==> src/rtl/benes_cfg_sequencer.sv <==
// Benes interconnect configuration sequencer: holds module/slot select tables and,
// per accepted command, drives both networks' switch selects for a burst of data beats.
module benes_cfg_sequencer #(
    parameter int STAGE_NUM  = 9,
    parameter int SWITCH_NUM = 16,
    parameter int CFG_DEPTH  = 16,
    parameter int DRAIN_CYC  = 11,
    localparam int CFG_AW    = $clog2(CFG_DEPTH),
    localparam int WORD_W    = STAGE_NUM * SWITCH_NUM
) (
    input  logic                                      CLK,
    input  logic                                      RST_N,
    input  logic                                      CFG_WE,
    input  logic                                      CFG_WSEL,
    input  logic [CFG_AW-1:0]                         CFG_WADDR,
    input  logic [WORD_W-1:0]                         CFG_WDATA,
    input  logic                                      CMD_VALID,
    output logic                                      CMD_READY,
    input  logic [CFG_AW-1:0]                         CMD_MOD_IDX,
    input  logic [CFG_AW-1:0]                         CMD_SLOT_IDX,
    input  logic [7:0]                                CMD_BEATS,
    output logic [0:STAGE_NUM-1][0:SWITCH_NUM-1]      O_MODULE_SELECT,
    output logic [0:STAGE_NUM-1][0:SWITCH_NUM-1]      O_SLOT_SELECT,
    output logic                                      O_DATA_EN,
    output logic                                      O_BUSY,
    output logic                                      O_DONE
);

    localparam int DRAIN_W = $clog2(DRAIN_CYC + 1);
    localparam logic [DRAIN_W-1:0] DRAIN_LOAD = DRAIN_W'(DRAIN_CYC);
    localparam logic [DRAIN_W-1:0] DRAIN_ONE  = DRAIN_W'(1);
    localparam logic [DRAIN_W-1:0] DRAIN_ZERO = DRAIN_W'(0);

    typedef enum logic [1:0] {
        IDLE  = 2'd0,
        LOAD  = 2'd1,
        ISSUE = 2'd2,
        DRAIN = 2'd3
    } state_t;

    state_t                                   state_r;
    state_t                                   state_next_s;
    logic [8:0]                               beat_cnt_r;
    logic [8:0]                               beat_cnt_next_s;
    logic [DRAIN_W-1:0]                       drain_cnt_r;
    logic [DRAIN_W-1:0]                       drain_cnt_next_s;
    logic [CFG_AW-1:0]                        mod_idx_r;
    logic [CFG_AW-1:0]                        slot_idx_r;
    logic                                     handshake_s;

    logic [WORD_W-1:0]                        mod_tbl [CFG_DEPTH];
    logic [WORD_W-1:0]                        slot_tbl [CFG_DEPTH];
    logic [WORD_W-1:0]                        mod_word_s;
    logic [WORD_W-1:0]                        slot_word_s;
    logic [0:STAGE_NUM-1][0:SWITCH_NUM-1]     mod_sel_s;
    logic [0:STAGE_NUM-1][0:SWITCH_NUM-1]     slot_sel_s;

    logic [0:STAGE_NUM-1][0:SWITCH_NUM-1]     mod_sel_r;
    logic [0:STAGE_NUM-1][0:SWITCH_NUM-1]     slot_sel_r;
    logic                                     data_en_r;
    logic                                     busy_r;
    logic                                     done_r;
    logic                                     ready_r;

    assign handshake_s = CMD_VALID & ready_r;

    // Configuration tables: writable in any state, never reset.
    always_ff @(posedge CLK) begin
        if (CFG_WE) begin
            if (CFG_WSEL == 1'b0) begin
                mod_tbl[CFG_WADDR] <= CFG_WDATA;
            end else begin
                slot_tbl[CFG_WADDR] <= CFG_WDATA;
            end
        end
    end

    assign mod_word_s  = mod_tbl[mod_idx_r];
    assign slot_word_s = slot_tbl[slot_idx_r];

    // Unpack table words: word bit s*SWITCH_NUM+w drives stage s, switch w.
    always_comb begin
        mod_sel_s  = '0;
        slot_sel_s = '0;
        for (int s = 0; s < STAGE_NUM; s++) begin
            for (int w = 0; w < SWITCH_NUM; w++) begin
                mod_sel_s[s][w]  = mod_word_s[s*SWITCH_NUM + w];
                slot_sel_s[s][w] = slot_word_s[s*SWITCH_NUM + w];
            end
        end
    end

    // Next-state and counter logic.
    always_comb begin
        state_next_s     = state_r;
        beat_cnt_next_s  = beat_cnt_r;
        drain_cnt_next_s = drain_cnt_r;
        case (state_r)
            IDLE: begin
                if (handshake_s) begin
                    state_next_s    = LOAD;
                    beat_cnt_next_s = (CMD_BEATS == 8'd0) ? 9'd256 : {1'b0, CMD_BEATS};
                end else begin
                    state_next_s = IDLE;
                end
            end
            LOAD: begin
                state_next_s = ISSUE;
            end
            ISSUE: begin
                if (beat_cnt_r == 9'd1) begin
                    state_next_s     = DRAIN;
                    beat_cnt_next_s  = 9'd0;
                    drain_cnt_next_s = DRAIN_LOAD;
                end else begin
                    beat_cnt_next_s = beat_cnt_r - 9'd1;
                end
            end
            DRAIN: begin
                if (drain_cnt_r == DRAIN_ONE) begin
                    state_next_s     = IDLE;
                    drain_cnt_next_s = DRAIN_ZERO;
                end else begin
                    drain_cnt_next_s = drain_cnt_r - DRAIN_ONE;
                end
            end
            default: begin
                state_next_s     = IDLE;
                beat_cnt_next_s  = 9'd0;
                drain_cnt_next_s = DRAIN_ZERO;
            end
        endcase
    end

    // State, counters, latched command and registered status outputs.
    always_ff @(posedge CLK or negedge RST_N) begin
        if (!RST_N) begin
            state_r     <= IDLE;
            beat_cnt_r  <= 9'd0;
            drain_cnt_r <= DRAIN_ZERO;
            mod_idx_r   <= '0;
            slot_idx_r  <= '0;
            data_en_r   <= 1'b0;
            busy_r      <= 1'b0;
            done_r      <= 1'b0;
            ready_r     <= 1'b1;
        end else begin
            state_r     <= state_next_s;
            beat_cnt_r  <= beat_cnt_next_s;
            drain_cnt_r <= drain_cnt_next_s;
            if (handshake_s) begin
                mod_idx_r  <= CMD_MOD_IDX;
                slot_idx_r <= CMD_SLOT_IDX;
            end
            data_en_r <= (state_next_s == ISSUE);
            busy_r    <= (state_next_s != IDLE);
            ready_r   <= (state_next_s == IDLE);
            // Done is computed one cycle early so it lands on the final drain cycle.
            done_r    <= (state_next_s == DRAIN) && (drain_cnt_next_s == DRAIN_ONE);
        end
    end

    // Select registers: the table read happens on the LOAD->ISSUE edge only,
    // so a same-edge table write is seen as old data.
    always_ff @(posedge CLK or negedge RST_N) begin
        if (!RST_N) begin
            mod_sel_r  <= '0;
            slot_sel_r <= '0;
        end else if (state_r == LOAD) begin
            mod_sel_r  <= mod_sel_s;
            slot_sel_r <= slot_sel_s;
        end
    end

    assign CMD_READY       = ready_r;
    assign O_MODULE_SELECT = mod_sel_r;
    assign O_SLOT_SELECT   = slot_sel_r;
    assign O_DATA_EN       = data_en_r;
    assign O_BUSY          = busy_r;
    assign O_DONE          = done_r;

endmodule

==> config.mk <==
export PLATFORM = sky130hd
export DESIGN_NAME = benes_cfg_sequencer
export DESIGN_NICKNAME = d
export VERILOG_FILES = /design/src/rtl/benes_cfg_sequencer.sv
export SDC_FILE = /design/constraint.sdc
export NUM_CORES = 2
export LEC_CHECK = 0
export ABC_AREA = 0
export BUFFER_PORTS_ARGS = -buffer_cell sky130_fd_sc_hd__buf_2
export CORE_UTILIZATION = 55
export CTS_CLUSTER_SIZE = 30
export DETAILED_ROUTE_END_ITERATION = 7
export PLACE_DENSITY = 0.69
export SLEW_MARGIN = 20
export SYNTH_ARGS = -nofsm -noshare
export SYNTH_HDL_FRONTEND = slang
export SYNTH_MEMORY_MAX_BITS = 65536
export SYNTH_SLANG_ARGS = --single-unit
==> constraint.sdc <==
create_clock -name CLK -period 3.8 [get_ports CLK]
set_input_delay 0.38 -clock CLK [delete_from_list [all_inputs] [get_ports CLK]]
set_output_delay 0.38 -clock CLK [all_outputs]
set_load 0.05 [all_outputs]
Yosys cells after proc, flatten, opt, wreduce, memory -nomap -nowiden
Memory sizes are Yosys's and may differ from the RTL's. A register that Yosys moved wholly into a read port is not among the register bits.
Cells that the tools add are included.
{ "word_totals": {"inputBits": 169, "mem_bits_rw": 4608, "ff_bits": 27, "word_cells": 49, "memories": 2} }
{ "op_classes": {"eq_ne": 9, "n_mux": 17, "reduce_logical": 9, "bitwise_logic": 1, "addsub": 2} }
{ "mem_list": {"columns": ["name", "words", "width", "rd", "rd_clocked_by_memory_dff", "write_ports", "line", "source"], "rows": [
  ["mod_tbl", 16, 144, 1, 1, 1, "51", "logic [WORD_W-1:0] mod_tbl [CFG_DEPTH];"],
  ["slot_tbl", 16, 144, 1, 1, 1, "52", "logic [WORD_W-1:0] slot_tbl [CFG_DEPTH];"]
]} }
{ "op_table": {"columns": ["operator", "n"], "rows": [
  ["$mux W9", 3],
  ["$pmux W9 S2", 1],
  ["$eq A9 B1 Y1 const B", 1],
  ["$sub A9 B1 Y9 const B", 1],
  ["$eq A2 B2 Y1 const B", 4],
  ["$eq A4 B1 Y1 const B", 2],
  ["$logic_not A8 Y1", 1],
  ["$mux W4", 2],
  ["$pmux W2 S4", 1],
  ["$pmux W4 S2", 1],
  ["$mux W1", 7],
  ["$logic_not A2 Y1", 2],
  ["$mux W2", 2],
  ["$reduce_bool A2 Y1", 2],
  ["$sub A4 B1 Y4 const B", 1],
  ["$eq A2 B1 Y1 const B", 1],
  ["$logic_not A1 Y1", 2],
  ["$ne A2 B2 Y1 const B", 1],
  ["$reduce_and A2 Y1", 1],
  ["$and A1 B1 Y1", 1],
  ["$logic_and A1 B1 Y1", 1]
]} }

Depth between registers and ports, before layout
{ "logic_depth": {"word_depth": 5, "mapped_depth": 8, "ltp_nobuf": 6} }

Worst setup path after synthesis
No wires, ideal clock.
{ "synth_timing": {"path_type": "input to register", "startpoint": "input CFG_WADDR[2]", "endpoint": "memory slot_tbl[4][0] (netlist bit) (enable)", "setup_ps": 823, "path_slack_ps": -7592, "required_ps": 2977, "arrival_ps": 10570, "stages": 3, "n_path_buf": 1, "cell_sequence": "clkbuf_1 nand4b_1 nor3_1"} }
{ "synth_rtl": {"columns": ["item", "line", "source"], "rows": [
  ["start, declared", "15", "input logic [CFG_AW-1:0] CFG_WADDR,"],
  ["end, declared", "52", null]
]} }
Straight into the memory's write port.

Worst setup path after layout
{ "layout_timing": {"startpoint": "register state_r[0]", "endpoint": "register mod_sel_r (netlist bit O_MODULE_SELECT[117]), read port of mod_tbl"} }
{ "layout_between": {"elab_chain_len": 1} }
{ "layout_lines": {"columns": ["item", "line", "source"], "rows": [
  ["start, declared", "41", "state_t state_r;"],
  ["start signal, assigned", "148", "state_r <= state_next_s;"],
  ["$eq A2 B1 Y1", "169", "end else if (state_r == LOAD) begin"],
  ["end, declared", "58", "logic [0:STAGE_NUM-1][0:SWITCH_NUM-1] mod_sel_r;"]
]} }
Every way passes these cells.
A chain may end at the register's enable or synchronous reset.

==> flow_summary_export.csv <==
group,metric,value,unit
outcome,status,"finished clean",
job,cap_violations,0,
setup_path,rr_startpoint,"state_r[0]",
grt,grtUsageTotal,30.3,%
setup_path,arrival,4.03,ns
sta,setup_viol,0,
setup_path,crit_start,"state_r[0]",
synthesis,synth-edff-count,4608,
drt,wl_met3,53700,um
sta,worst_slack,0.628,ns
synthesis,synth_top_cells_by_area,"edfxtp_1 74%, mux2i_1 12%, dfrtp_1 4.2%",
grt,grt_first_pass_wirelength,742000,um
cells_and_area,utilization,63.6,%
clocking,post_cts_buffers,0,
setup_path,crit_path_end_kind,"register",
power_and_ir_drop,power_leakage,0.0745,uW
clocking,cts_max_level,5,
sta,clock.fmax,315,MHz
floorplan,die_h,585,um
drt,wl_met2,252000,um
drt,initialDrtViolationCount,13200,
hold_path,min_path_cells,4,
clocking,root_buffer,"clkbuf_16",
sta,worst_slew_pin_slew,1.16,ns
hold_path,hold_path_class,"input pin to register",
power_and_ir_drop,pwr_density_cell,718,nW/um2
drt,vias,106000,
synthesis,ys_async_sr_fraction,6.40,%
clocking,clock_path_buffers,4,
cells_and_area,final_cells,16400,
floorplan,die_area,343000,um2
hold_path,min-delay-start,"CMD_VALID",
grt,grt_max_degree,121,
synthesis,netlist_area,187000,um2
synthesis,synth_top_area_share,73.9,%
setup_path,criticalPathCategory,"register to register",
power_and_ir_drop,peakVddDrop,722,uV
clocking,insertion_delay,1.02,ns
synthesis,synth_ff_type,"edfxtp_1",
floorplan,start_util,55.4,%
clocking,cts_buffers,469,
floorplan,io_pins,461,
drt,wirelength,528000,um
grt,antenna_found_initial,53,
setup_path,r2r_cells,5,
cells_and_area,final_cell_mix,"4608 x edfxtp_1, 2201 x mux2i_1, 594 x o22ai_1",
placed_design,placed_cells,15300,
floorplan,row_count,213,
drt,wirelength_met1,205000,um
floorplan,die_w,585,um
synthesis,yosysWarnings,0,
synthesis,synth_largest_area_cell,"edfxtp_1",
clocking,cts_tree,"done",
synthesis,ys_seq_area_share,78.2,%
setup_path,cp.required,4.65,ns
drt,postRouteAntennaNets,0,
placed_design,gp_congestion,0.810,
placed_design,hpwl,299000,um
cells_and_area,mostFrequentLayoutCell,"edfxtp_1",
setup_path,rrSetupSlack,0.63,ns
cells_and_area,nets,11600,
cells_and_area,area_growth,14.8,%
power_and_ir_drop,power,154000,uW
setup_path,worst-path-max-fanout,18,
synthesis,syn_inst,10600,
sta,rsz0062_at_grt,"no",
synthesis,syn_avg_cell_area,17.7,um2
hold_path,min_to,"O_BUSY",
sta,fin_crit,3.17,ns
drt,drt-pass1-iter-count,6,
sta,clock_skew,0.0433,ns
drt,maxUsedRoutingLayer,"met5",
sta,finalHoldViolations,0,
clocking,cts_num_sinks,4923,
placed_design,io_buffers,460,
drt,wl_per_cell,32.3,um
grt,overflow,0,
synthesis,synth.distinct_cells,51,
cells_and_area,drive_above_1_share,14.3,%
floorplan,core_area,338000,um2
clocking,clk_pin_slew,0.06,ns
drt,post-route-drc-count,0,
setup_path,reg2reg_to,"O_MODULE_SELECT[117]",
sta,post-route-period-util,83.5,%
synthesis,ys_ff_latch,4923,
placed_design,pre_cts_ws,0.731,ns
sta,slew_violations,0,
drt,avgViaCountPerCell,6.46,
grt,grt_pass1_vias,104000,
sta,max_slew_margin,22.4,%
synthesis,syn_nets,10700,
setup_path,critPathLaunchType,"register",
worst max-delay path, stage by stage, from the launching register on:
cell and delay [ns]:
dfrtp_1 0.89, and3b_4 0.64, buf_4 0.46, o21ai_0 0.16, o32ai_1 0.72, a21oi_1 0.11
report_power, final:
group | switching [uW] | total (uW) | internal [uW]
Clock | 19900 | 45800 | 25900
Combinational | 28600 | 43200 | 14600
Sequential | 3650 | 65200 | 61600
flip-flops by register name, summed over array words and instances (netlist names):
register	count
slot_idx_r	4
beat_cnt_r	9
O_SLOT_SELECT	144
O_DATA_EN	1
O_BUSY	1
O_MODULE_SELECT	144
CMD_READY	1
O_DONE	1
slot_tbl	2304
state_r	2
mod_tbl	2304
drain_cnt_r	4
mod_idx_r	4
Yosys cell counts, drive strengths merged (166+ instances only):
| cell type | n |
|---|---|
| a21oi | 233 |
| buf | 325 |
| clkbuf | 316 |
| dfrtp | 314 |
| edfxtp | 4608 |
| mux2i | 2201 |
| nand2 | 279 |
| nor2 | 451 |
| nor3 | 219 |
| nor4 | 212 |
| o21ai | 166 |
| o22ai | 594 |
worst max-delay path by stage:
stage,to,cells after the start
floorplan,slot_tbl[1][0],3
global placement,O_MODULE_SELECT[117],5
detailed placement,O_MODULE_SELECT[117],5
CTS,O_MODULE_SELECT[117],5
global route,O_MODULE_SELECT[117],5
finish,O_MODULE_SELECT[117],5
repair_timing:
action                     CTS  global route
gates resized for setup      0             0
hold endpoints to repair  4645             0
hold buffers               161             0
per-stage QoR:
stage | hold WS (ns) | area [um2] | setup TNS, ns
6_report | 0.0660 | 215000 | 0
5_1_grt | 0.0891 | 215000 | 0
4_1_cts | 0.00504 | 215000 | 0
3_5_place_dp | 0.473 | 198000 | 0
3_3_place_gp | 0.468 | 198000 | 0
2_1_floorplan | 0.0844 | 188000 | -1745.26
layer usage:
layer  GRT usage, %  vias up
met1           42.1    54700
met3           5.26      907
met2           49.1     6269
li1               -    43800
met5              0        -
met4           9.83       20
cell type report:
type                    instances  area [um2]
multi-input cells            4988       38500
fillers                     23100      123000
inverters                       5        18.8
clock buffers                 658       13100
flip-flops and latches       4923      146000
clock inverters               227        2010
diodes                         21        52.6
repair buffers               1038        9160
well taps                    4515        5650
cells by family (layout without fill, tap and decap cells):
group,after synthesis,count (layout),share of synthesized area (%)
flip-flops,4923,4923,78.2
multiplexers,2261,2261,12.4
AND/OR/NAND/NOR,1450,1450,3.64
AO/OA/AOI/OAI,1273,1273,4.23
buffers and inverters,646,1928,1.50
adder cells (fa/ha/maj),4,4,0.0267
other,0,21,0
(Power assumes the default switching activity.)
